--- src/rtl/muldiv_unit_p.sv ---
// Iterative multiply/divide peripheral: shift-add multiply, restoring divide,
// optional two's-complement handling via magnitude conversion and a sign-fix cycle.
module muldiv_unit_p #(
    parameter int W     = 8,
    parameter int CNT_W = $clog2(2*W)+1
) (
    input  logic         clk,
    input  logic         rst,
    input  logic [W-1:0] dbus_wdata,
    input  logic         cn_wctrl,
    input  logic         ar_wctrl,
    input  logic         br_wctrl,
    input  logic         hr_wctrl,
    input  logic         cr_wctrl,
    output logic [W-1:0] muldiv_cn,
    output logic [W-1:0] muldiv_ar,
    output logic [W-1:0] muldiv_br,
    output logic [W-1:0] muldiv_hr,
    output logic [W-1:0] muldiv_cr,
    output logic         muldiv_int,
    output logic         muldiv_busy
);
    typedef enum logic [1:0] {IDLE, RUN, FIX} state_t;

    state_t           state, state_nx;
    logic [W-1:0]     ar, br, hr, cr;
    logic [CNT_W-1:0] cnt, last;
    logic             ie, f, sg, md, dz;
    logic [1:0]       sm;
    logic             neg_q, neg_r, dz_pend;

    logic [W-1:0]     a_in, b_in, h_in;
    logic             eff_md, eff_sg, start_req, dz_start, abort, done_run, busy;
    logic [2*W-1:0]   mul_add, mul_acc;
    logic [W-1:0]     cr_sh, div_rem;
    logic             div_ge;
    logic [W-1:0]     cn_v;

    function automatic logic [W-1:0] mag_w(input logic signed [W-1:0] v);
        return v[W-1] ? W'(-v) : W'(v);
    endfunction

    function automatic logic [2*W-1:0] mag_2w(input logic signed [2*W-1:0] v);
        return v[2*W-1] ? (2*W)'(-v) : (2*W)'(v);
    endfunction

    function automatic logic [W-1:0] neg_w(input logic signed [W-1:0] v);
        return W'(-v);
    endfunction

    function automatic logic [2*W-1:0] neg_2w(input logic signed [2*W-1:0] v);
        return (2*W)'(-v);
    endfunction

    always_ff @(posedge clk) begin
        if (rst) state <= IDLE;
        else     state <= state_nx;
    end

    always_comb begin
        a_in      = ar_wctrl ? dbus_wdata : ar;
        b_in      = br_wctrl ? dbus_wdata : br;
        h_in      = hr_wctrl ? dbus_wdata : hr;
        eff_md    = cn_wctrl ? dbus_wdata[3] : md;
        eff_sg    = cn_wctrl ? dbus_wdata[4] : sg;
        busy      = (state != IDLE);
        start_req = (state == IDLE) &&
                    ((cn_wctrl && dbus_wdata[5]) || (ar_wctrl && sm == 2'd1) ||
                     (br_wctrl && sm == 2'd2) || (hr_wctrl && sm == 2'd3));
        dz_start  = start_req && eff_md && (a_in == '0);
        abort     = busy && cn_wctrl && !dbus_wdata[5];
        last      = md ? CNT_W'(2*W-1) : CNT_W'(W-1);
        done_run  = (state == RUN) && (cnt == last);
        state_nx  = state;
        unique case (state)
            IDLE: if (start_req) state_nx = dz_start ? FIX : RUN;
            RUN: begin
                if (abort)         state_nx = IDLE;
                else if (done_run) state_nx = sg ? FIX : IDLE;
            end
            FIX:     state_nx = IDLE;
            default: state_nx = IDLE;
        endcase
    end

    // One multiply step: MSB-first shift-add, BR rotates back to its start value after W steps.
    always_comb begin
        mul_add = br[W-1] ? {{W{1'b0}}, ar} : '0;
        mul_acc = {hr[W-2:0], cr, 1'b0} + mul_add;
        // A set CR MSB means the shifted partial remainder exceeds any W-bit divisor.
        cr_sh   = {cr[W-2:0], hr[W-1]};
        div_ge  = cr[W-1] || (cr_sh >= ar);
        div_rem = div_ge ? (cr_sh - ar) : cr_sh;
    end

    always_ff @(posedge clk) begin
        if (rst) begin
            ar <= '0; br <= '0; hr <= '0; cr <= '0; cnt <= '0;
            ie <= 1'b0; f <= 1'b0; sg <= 1'b0; md <= 1'b0; dz <= 1'b0; sm <= 2'd0;
            neg_q <= 1'b0; neg_r <= 1'b0; dz_pend <= 1'b0;
        end else begin
            unique case (state)
                IDLE: begin
                    if (cn_wctrl) begin
                        ie <= dbus_wdata[7]; f  <= dbus_wdata[6]; sg <= dbus_wdata[4];
                        md <= dbus_wdata[3]; sm <= dbus_wdata[1:0];
                    end
                    if (ar_wctrl) ar <= dbus_wdata;
                    if (br_wctrl) br <= dbus_wdata;
                    if (hr_wctrl) hr <= dbus_wdata;
                    if (cr_wctrl) cr <= dbus_wdata;
                    if (start_req) begin
                        f <= 1'b0; dz <= 1'b0; cr <= '0; cnt <= '0; dz_pend <= dz_start;
                        if (eff_md) begin
                            neg_q    <= eff_sg && (h_in[W-1] ^ a_in[W-1]);
                            neg_r    <= eff_sg && h_in[W-1];
                            {hr, br} <= eff_sg ? mag_2w({h_in, b_in}) : {h_in, b_in};
                            ar       <= eff_sg ? mag_w(a_in) : a_in;
                        end else begin
                            neg_q <= eff_sg && (a_in[W-1] ^ b_in[W-1]);
                            neg_r <= 1'b0;
                            hr    <= '0;
                            ar    <= eff_sg ? mag_w(a_in) : a_in;
                            br    <= eff_sg ? mag_w(b_in) : b_in;
                        end
                    end
                end
                RUN: begin
                    if (cn_wctrl) begin
                        ie <= dbus_wdata[7]; f <= dbus_wdata[6];
                    end
                    if (!abort) begin
                        cnt <= cnt + 1'b1;
                        if (md) begin
                            {hr, br} <= {hr[W-2:0], br, div_ge};
                            cr       <= div_rem;
                        end else begin
                            {hr, cr} <= mul_acc;
                            br       <= {br[W-2:0], br[W-1]};
                        end
                        if (done_run && !sg) f <= 1'b1;
                    end
                end
                FIX: begin
                    if (cn_wctrl) begin
                        ie <= dbus_wdata[7]; f <= dbus_wdata[6];
                    end
                    if (!abort) begin
                        f <= 1'b1;
                        if (dz_pend) begin
                            hr <= '1; br <= '1; cr <= '0; dz <= 1'b1;
                        end else if (md) begin
                            if (neg_q) {hr, br} <= neg_2w({hr, br});
                            if (neg_r) cr <= neg_w(cr);
                        end else if (neg_q) begin
                            {hr, cr} <= neg_2w({hr, cr});
                        end
                    end
                end
                default: ;
            endcase
        end
    end

    always_comb begin
        cn_v      = '0;
        cn_v[7:0] = {ie, f, busy, sg, md, dz, sm};
    end

    assign muldiv_cn   = cn_v;
    assign muldiv_ar   = ar;
    assign muldiv_br   = br;
    assign muldiv_hr   = hr;
    assign muldiv_cr   = cr;
    assign muldiv_int  = f & ie;
    assign muldiv_busy = busy;
endmodule

--- config.mk ---
export PLATFORM = sky130hd
export DESIGN_NAME = muldiv_unit_p
export DESIGN_NICKNAME = d
export VERILOG_FILES = /design/src/rtl/muldiv_unit_p.sv
export SDC_FILE = /design/constraint.sdc
export NUM_CORES = 1
export LEC_CHECK = 0
export CAP_MARGIN = 20
export CORE_ASPECT_RATIO = 1.4
export CORE_UTILIZATION = 45
export DETAILED_ROUTE_END_ITERATION = 12
export GPL_ROUTABILITY_DRIVEN = 1
export PLACE_DENSITY_LB_ADDON = 0.12
export SYNTH_ARGS = -nofsm -noshare
export SYNTH_HDL_FRONTEND = slang
export SYNTH_SLANG_ARGS = --single-unit
--- constraint.sdc ---
create_clock -name clk -period 6.65 [get_ports clk]
set_clock_uncertainty 0.1 [all_clocks]
set_input_delay 1.33 -clock clk [delete_from_list [all_inputs] [get_ports clk]]
set_output_delay 1.33 -clock clk [all_outputs]
set_load 0.01 [all_outputs]
==> out/results.md, run 1 <==
| Stage | Parameter | Reported |
|:---|:---|:---|
| outcome | Result of the run | completed |
| job | Max capacitance violation total | 0 |
| clock network | Clock Latency Late Sink | 0.30 ns |
| clock network | Max clock buf depth | 2 |
| synth | Number of library cell types mapped by synthesis | 75 |
| sta | Total Negative Setup Slacks | 0 ns |
| clock network | Clock slew at the register clock pins of the worst setup and hold paths | 0.07 ns |
| power and ir drop | Share of total power in combinational logic | 64.0% |
| floorplanning | Die boundary height | 129 um |
| power and ir drop | Relative contribution of sequential cells to total power | 24.5% |
| worst hold path | Hold worst-path end | neg_r |
| clock network | CTS buffer count | 5 |
| clock network | Clock sink total | 49 |
| route | Post-detailed-route count of antenna-violating nets | 0 |
| global route | Residual overflow from global routing | 0 |
| synth | Seq/Total Area, Yosys | 18.9% |
| synth | Syn nets | 756 |
| floorplanning | Die boundary width | 92.7 um |
| route | Number of DRC markers after the initial detailed-route iteration | 427 |
| critical path | Crit Path Category | input pin to register |
| critical path | Worst reg2reg path startpoint | state[0] |
| worst hold path | Hold-critical path depth | 2 |
| floorplanning | Number of placement rows | 46 |
| route | Number of detailed-route iterations in the first pass | 5 |
| global route | Overall fraction of global-route tracks in use | 31.7% |
| synth | Area of the mapped netlist | 5180 um^2 |
| sta | Final Hold Viols | 0 |
| critical path | Worst-path cell with the longest stage delay | clkdlybuf4s50_1 |
| critical path | FF-to-FF setup slack | 3.24 ns |
| global route | Vias in the first global route | 5316 |
| placement | Detailed placement HPWL | 13.0 mm |
| cells and area | Fraction of layout instances using a drive strength above 1 | 4.97% |
| clock network | Count of instances resized after the clock tree is built | 0 |
| power and ir drop | Pwr per Cell Area | 414 nW/um^2 |
| cells and area | Post-layout nets | 765 |
| cells and area | Fillers | 1141 |
| critical path | Kind of capture point of the worst setup path | register |
| synth | Dominant register cell in the synthesized netlist | dfxtp_1 |
| floorplanning | Initial standard-cell utilization of the core | 45.9% |
| clock network | Htree depth | 2 |
| critical path | Arrival time of data at the critical path endpoint | 4.66 ns |
| sta | Clock period minus worst slack | 4.56 ns |
| route | Average wire per cell in the routed design | 21.5 um |
| worst hold path | Hold/Removal Path Class | register to register |
| floorplanning | Core footprint | 11300 um^2 |
| critical path | Worst r2r dst | state[0] |
| synth | Leading cell type by number of instances after synthesis | o21ai_0 |
| synth | Most common library cells after synthesis | o21ai_0, nor2_1, a21oi_1 |
| synth | Top cell type's share of synthesized area | 18.9% |
| sta | Unrepaired setup endpoints after global routing | false |
| sta | Max-slew violations | 0 |
| power and ir drop | Switch share | 51.1% |
| synth | Async set or reset register ratio after synthesis | 0% |
| critical path | Cell repeated most along the worst path | mux2i_1 |
| clock network | Cts-stage hold buffer count | 0 |
| critical path | Cells traversed along the worst timing path | clkdlybuf4s50_1 > mux2i_1 > ha_1 > nor3b_1 > a22oi_1 > nor3_1 > nand3b_1 > mux2i_1 > or3_1 > a311oi_1 |
| global route | Antenna violations before repair | 0 |
| synth | Ranking of synthesized cells by area | dfxtp_1, o21ai_0, ha_1, a21oi_1, mux2i_1 |
| floorplanning | Die footprint | 11900 um^2 |
| cells and area | Layout overhead on the synthesized area | 12.9% |
| sta | Fin crit share | 68.6% |
| global route | First-pass GRT wire length | 29.1 mm |
| power and ir drop | Net switching power of the design | 0.00124 W |
| floorplanning | Ports placed on the boundary | 57 |
| power and ir drop | Internal portion of total power | 0.00118 W |
| critical path | Number of cells on the worst reg-to-reg path | 8 |
| sta | Headroom to the max-slew limit | 35.5% |
| sta | Actual slew at the worst max-slew pin | 0.968 ns |
| placement | Routability cong. | 0.891 |
| synth | Dominant cell type by area after synthesis | dfxtp_1 |
| cells and area | Layout Utilization | 51.8% |
| clock network | Clock Root Buffer | clkbuf_16 |
| route | DRC violation count after routing | 0 |
| route | Via Count | 5581 |
| critical path | Worst EP required | 6.75 ns |
| sta | Number of endpoints failing setup at the final stage | 0 |
| synth | Synth Area per Inst | 7.25 um^2 |
| critical path | Category of the worst setup path launch point | input pin |
| critical path | Delay of the slowest critical-path stage | 1.02 ns |
| worst hold path | Min-Delay Startpoint | neg_r |
| power and ir drop | Clk pwr share | 11.5% |
| clock network | Setup Buffers After CTS | 0 |
| synth | Warnings from Yosys | 0 |
| sta | Peak clock frequency supported by timing | 219 MHz |
| synth | Flip-flop and latch count after synthesis | 49 |
| placement | Buffers on Ports | 56 |
| critical path | Crit path max fanout | 21 |
| clock network | Clock tree from TritonCTS | done |
| synth | Number of cells produced by synthesis | 714 |
| route | Final Routed Wirelength | 18.6 mm |
| synth | Number of enable flip-flop cells after synthesis | 0 |
| global route | Largest net degree at the start of global routing | 46 |
| power and ir drop | Worst supply voltage drop on vdd | 0.238 mV |
| cells and area | Ant diodes | 0 |
| route | Number of vias per cell after detailed routing | 6.43 |
| power and ir drop | Leakage power summed over all cells | 2.18 nW |
-- cell type report --
type	count	area, um^2	share of cell area, %
clock buffers	5	125	2.14
clock inverters	3	26.3	0.450
inverters	27	101	1.73
multi-input cells	579	3830	65.6
flip-flops and latches	49	981	16.8
well taps	144	180	3.08
repair buffers	61	598	10.2
-- worst max-delay path: cells and delay by family --
kind	cells	cell delay (ns)
AND/OR/NAND/NOR	4	1.14
AO/OA/AOI/OAI	2	0.44
multiplexers	2	0.47
buffers and inverters	1	1.02
adder cells (fa/ha/maj)	1	0.25
-- flip-flops by register name, summed over array words and instances, names as in the netlist, 2 cells and up --
register   count
muldiv_hr      8
muldiv_ar      8
state          2
cnt            5
sm             2
muldiv_br      8
muldiv_cr      8
-- metal layers --
metal,routed length [um],vias to the layer above,GRT usage [%],share of wire (%)
li1,-,2634,-,-
met1,7600,2673,38.7,41
met2,9210,216,54.5,49
met3,882,58,3.72,4.7
met4,924,0,16.5,5.0
met5,0,-,0,0
-- power groups by stage --
| stage | clock network, W | logic [W] | registers [W] |
|---|---|---|---|
| final | 0.000279 | 0.00155 | 0.000592 |
| after global routing | 0.000298 | 0.00170 | 0.000606 |
| after CTS | 0.000283 | 0.00153 | 0.000586 |
| after detailed placement | 0 | 0.00152 | 0.000592 |
| after global placement | 0 | 0.00150 | 0.000590 |
| after floorplan | 0 | 0.00113 | 0.000494 |
-- layout by cell type (no fill, tap or decap), types with 5 or more instances in the layout --
master,netlist,routed
a311oi_1,6,6
a31oi_1,8,8
a21oi_1,60,60
and2_1,8,8
o21ai_0,65,65
nor2_1,62,62
a211oi_1,8,8
mux2i_1,26,26
clkbuf_16,0,5
or3_1,5,5
nor3b_1,7,7
xnor2_1,25,25
nand2b_1,7,7
o21a_1,6,6
and3_1,7,7
nand4_1,5,5
nand3_1,28,28
mux2_2,10,10
buf_4,7,5
nand2_1,54,54
o211ai_1,11,11
inv_1,27,27
nor2b_1,12,12
a21o_1,5,5
ha_1,25,25
xor2_1,20,20
nor3_1,28,28
o211a_1,5,5
o2111ai_1,5,5
o31ai_1,7,7
clkdlybuf4s50_1,0,56
dfxtp_1,49,49
-- per-stage QoR --
stage                     power [W]  std cells  hold WS (ns)  worst slack (ns)  area [um^2]
final                       0.00242        868         0.370              2.09         5840
after global routing        0.00260        868         0.410              1.91         5840
after CTS                   0.00240        867         0.371              2.13         5840
after detailed placement    0.00211        859         0.358              1.89         5690
after global placement      0.00209        859         0.338              2.01         5690
after floorplan             0.00163        714         0.328              2.74         5180
-- worst max-delay path by stage --
stage / start / end / slack [ns] / depth (start not counted)
after floorplan: br_wctrl / muldiv_hr[6] / 2.74 / 11
after global placement: br_wctrl / muldiv_hr[6] / 2.01 / 10
after detailed placement: br_wctrl / muldiv_hr[6] / 1.89 / 10
after CTS: br_wctrl / muldiv_hr[6] / 2.13 / 10
after global routing: br_wctrl / muldiv_hr[6] / 1.91 / 10
final: br_wctrl / muldiv_hr[6] / 2.09 / 10
-- cells by family (layout without fill, tap and decap cells) --
family | Yosys count | in the layout | share of synthesized area [%]
AO/OA/AOI/OAI | 225 | 225 | 28.5
XOR/XNOR | 45 | 45 | 7.61
adder cells (fa/ha/maj) | 27 | 27 | 6.81
buffers and inverters | 86 | 96 | 7.05
flip-flops | 49 | 49 | 18.9
multiplexers | 36 | 36 | 7.20
AND/OR/NAND/NOR | 246 | 246 | 23.9
Note: power is estimated with default switching activity, not from simulation.
==> run 2, diff against run 1 <==
==> constraint.sdc (replaced) <==
create_clock -name clk -period 4.6 [get_ports clk]
set_clock_uncertainty 0.1 [all_clocks]
set_input_delay 0.92 -clock clk [delete_from_list [all_inputs] [get_ports clk]]
set_output_delay 0.92 -clock clk [all_outputs]
set_load 0.01 [all_outputs]
==> out/results.md, run 2 (synthesized netlist as in run 1, its figures left out) <==
| Stage | Parameter | Reported | vs previous |
|:---|:---|:---|:---|
| global route | Most Used Layer, Global Route | met2 |  |
| placement | Detailed placement HPWL | 13.6 mm | +4.4% |
| sta | Unrepaired setup endpoints after global routing | false |  |
| clock network | Count of instances resized after the clock tree is built | 0 | unchanged |
| critical path | Cell repeated most along the worst path | mux2i_1 |  |
| route | Number of detailed-route iterations in the first pass | 8 | +3 |
| sta | Fin crit share | 80.6% |  |
| sta | Peak clock frequency supported by timing | 270 MHz |  |
| cells and area | Ant diodes | 0 | unchanged |
| floorplanning | Die boundary width | 92.7 um | unchanged |
| floorplanning | Core footprint | 11300 um^2 | unchanged |
| clock network | Cts-stage hold buffer count | 0 | unchanged |
| sta | Clock period minus worst slack | 3.71 ns |  |
| critical path | Crit path max fanout | 10 | -52% |
| global route | First-pass GRT wire length | 29.5 mm | +1.1% |
| worst hold path | Hold-critical path depth | 2 | unchanged |
| sta | Number of endpoints failing setup at the final stage | 0 | unchanged |
| critical path | Worst r2r dst | muldiv_cr[4] |  |
| floorplanning | Number of placement rows | 46 | unchanged |
| placement | Buffers on Ports | 56 | unchanged |
| outcome | Result of the run | completed |  |
| critical path | Worst EP required | 4.72 ns | -2.03 ns |
| cells and area | Most common library cell in the layout ignoring fill and taps | o21ai_0 |  |
| critical path | Cells traversed along the worst timing path | clkdlybuf4s50_1 > mux2i_1 > ha_1 > nor3b_1 > a22oi_1 > nor3_1 > nand3b_1 > mux2i_1 > or3_1 > a311oi_1 |  |
| worst hold path | Min-Delay Startpoint | neg_r |  |
| clock network | Clock tree from TritonCTS | done |  |
| power and ir drop | Worst supply voltage drop on vdd | 0.392 mV | +65% |
| cells and area | Final standard cell count with taps included and fillers excluded | 878 | +1.2% |
| critical path | Category of the worst setup path launch point | input pin |  |
| critical path | Number of cells on the worst reg-to-reg path | 10 | +2 |
| global route | Residual overflow from global routing | 0 | unchanged |
| route | Final Routed Wirelength | 18.8 mm | +0.99% |
| global route | Vias in the first global route | 5419 | +1.9% |
| floorplanning | Die footprint | 11900 um^2 | unchanged |
| clock network | CTS buffer count | 5 | unchanged |
| cells and area | Highest-count cells in the layout ignoring fill and taps | o21ai_0, nor2_1, a21oi_1 |  |
| sta | Final Hold Viols | 0 | unchanged |
| critical path | Worst reg2reg path startpoint | muldiv_hr[7] |  |
| placement | Routability cong. | 1.00 | +12% |
| power and ir drop | Leakage power summed over all cells | 2.23 nW | +2.2% |
| critical path | Crit Path Category | input pin to register |  |
| critical path | FF-to-FF setup slack | 1.25 ns | -1.99 ns |
| floorplanning | Ports placed on the boundary | 57 | unchanged |
| global route | Routing usage on met1 | 38.3% | -0.45 points |
| cells and area | Post-layout nets | 775 | +1.3% |
| critical path | Top cell family by delay on the critical path | simple AND/OR/NAND/NOR gates |  |
| critical path | Kind of capture point of the worst setup path | register |  |
| critical path | Number of buffer and inverter instances along the worst setup path | 1 | unchanged |
| global route | Antenna violations before repair | 0 | unchanged |
| critical path | Delay of the slowest critical-path stage | 0.70 ns | -0.32 ns |
| floorplanning | Die boundary height | 129 um | unchanged |
| sta | Max-slew violations | 0 | unchanged |
| sta | Actual slew at the worst max-slew pin | 0.883 ns | -0.0842 ns |
| route | Post-detailed-route count of antenna-violating nets | 0 | unchanged |
| job | Max capacitance violation total | 0 | unchanged |
| route | Via Count | 5638 | +1.0% |
| placement | Dpl cells | 870 | +1.3% |
| clock network | Htree depth | 2 | unchanged |
| worst hold path | Hold worst-path end | neg_r |  |
| global route | Largest net degree at the start of global routing | 33 | -28% |
| route | DRC violation count after routing | 0 | unchanged |
| worst hold path | Hold/Removal Path Class | register to register |  |
| route | Number of DRC markers after the initial detailed-route iteration | 371 | -13% |
| clock network | Clock Latency Late Sink | 0.31 ns | about the same |
| critical path | Arrival time of data at the critical path endpoint | 3.83 ns | -0.83 ns |
| clock network | Clock slew at the register clock pins of the worst setup and hold paths | 0.08 ns | about the same |
| global route | Met2 GRT Util | 54.9% | +0.44 points |
| global route | Met3 track demand over resource | 4.26% | +0.53 points |
| floorplanning | Initial standard-cell utilization of the core | 45.9% | unchanged |
| route | Average wire per cell in the routed design | 21.4 um | -0.16% |
| route | Number of vias per cell after detailed routing | 6.42 | -0.13% |
| critical path | Worst-path cell with the longest stage delay | clkdlybuf4s50_1 |  |
| cells and area | Fraction of layout instances using a drive strength above 1 | 6.27% | +1.3 points |
| cells and area | Layout overhead on the synthesized area | 14.4% |  |
| global route | Overall fraction of global-route tracks in use | 31.8% | +0.14 points |
| clock network | Max clock buf depth | 2 | unchanged |
| clock network | Clock Root Buffer | clkbuf_16 |  |
| clock network | Setup Buffers After CTS | 0 | unchanged |
| clock network | Clock sink total | 49 | unchanged |
| sta | Total Negative Setup Slacks | 0 ns | unchanged |
| power and ir drop | Pwr per Cell Area | 596 nW/um^2 | +44% |
| sta | Headroom to the max-slew limit | 41.1% | +5.6 points |
run 2: area by class of cell:
cell class	instances	area [um^2]
timing repair buffer	71	673
fill	1142	5360
sequential	49	981
clock inverter	3	28.8
tap	144	180
multi-input combinational	579	3830
clock buffer	5	125
inverter	27	101
run 2: how the worst max path moves through the flow:
stage / startpoint / to / depth (start not counted)
after floorplan: br_wctrl / muldiv_hr[6] / 11
after global placement: br_wctrl / muldiv_br[7] / 9
after detailed placement: br_wctrl / muldiv_br[7] / 9
after CTS: br_wctrl / muldiv_br[7] / 9
after global routing: br_wctrl / muldiv_br[7] / 9
final: dbus_wdata[1] / muldiv_hr[6] / 10
run 2: metal layers:
layer	part of all wire (%)	routed length [um]
met5	0	0
met2	48	9110
met1	40	7570
met4	5.1	954
met3	6.3	1180
run 2: tightest hold or removal path: stages (launching register included):
cell     delay, ns
dfxtp_1       0.31
nand2_1       0.05
a21oi_1       0.05
run 2: metrics by stage:
step | hold WS (ns) | setup WS, ns | instance area, um^2 | util (%) | total power, W
after global placement | 0.340 | 0.689 | 5770 | 51.1 | 0.00303
after floorplan | 0.328 | 1.10 | 5180 | - | 0.00235
after global routing | 0.384 | 0.684 | 5920 | 52.5 | 0.00379
final | 0.362 | 0.890 | 5920 | 52.5 | 0.00353
after detailed placement | 0.349 | 0.624 | 5770 | 51.1 | 0.00307
after CTS | 0.362 | 0.947 | 5920 | 52.5 | 0.00350
run 2: power breakdown:
part | total, W | internal (W) | leakage [nW] | switching, W
sequential | 0.000848 | 0.000540 | 0.402 | 0.000308
combinational | 0.00226 | 0.000974 | 1.75 | 0.00129
clock | 0.000419 | 0.000210 | 0.0763 | 0.000209
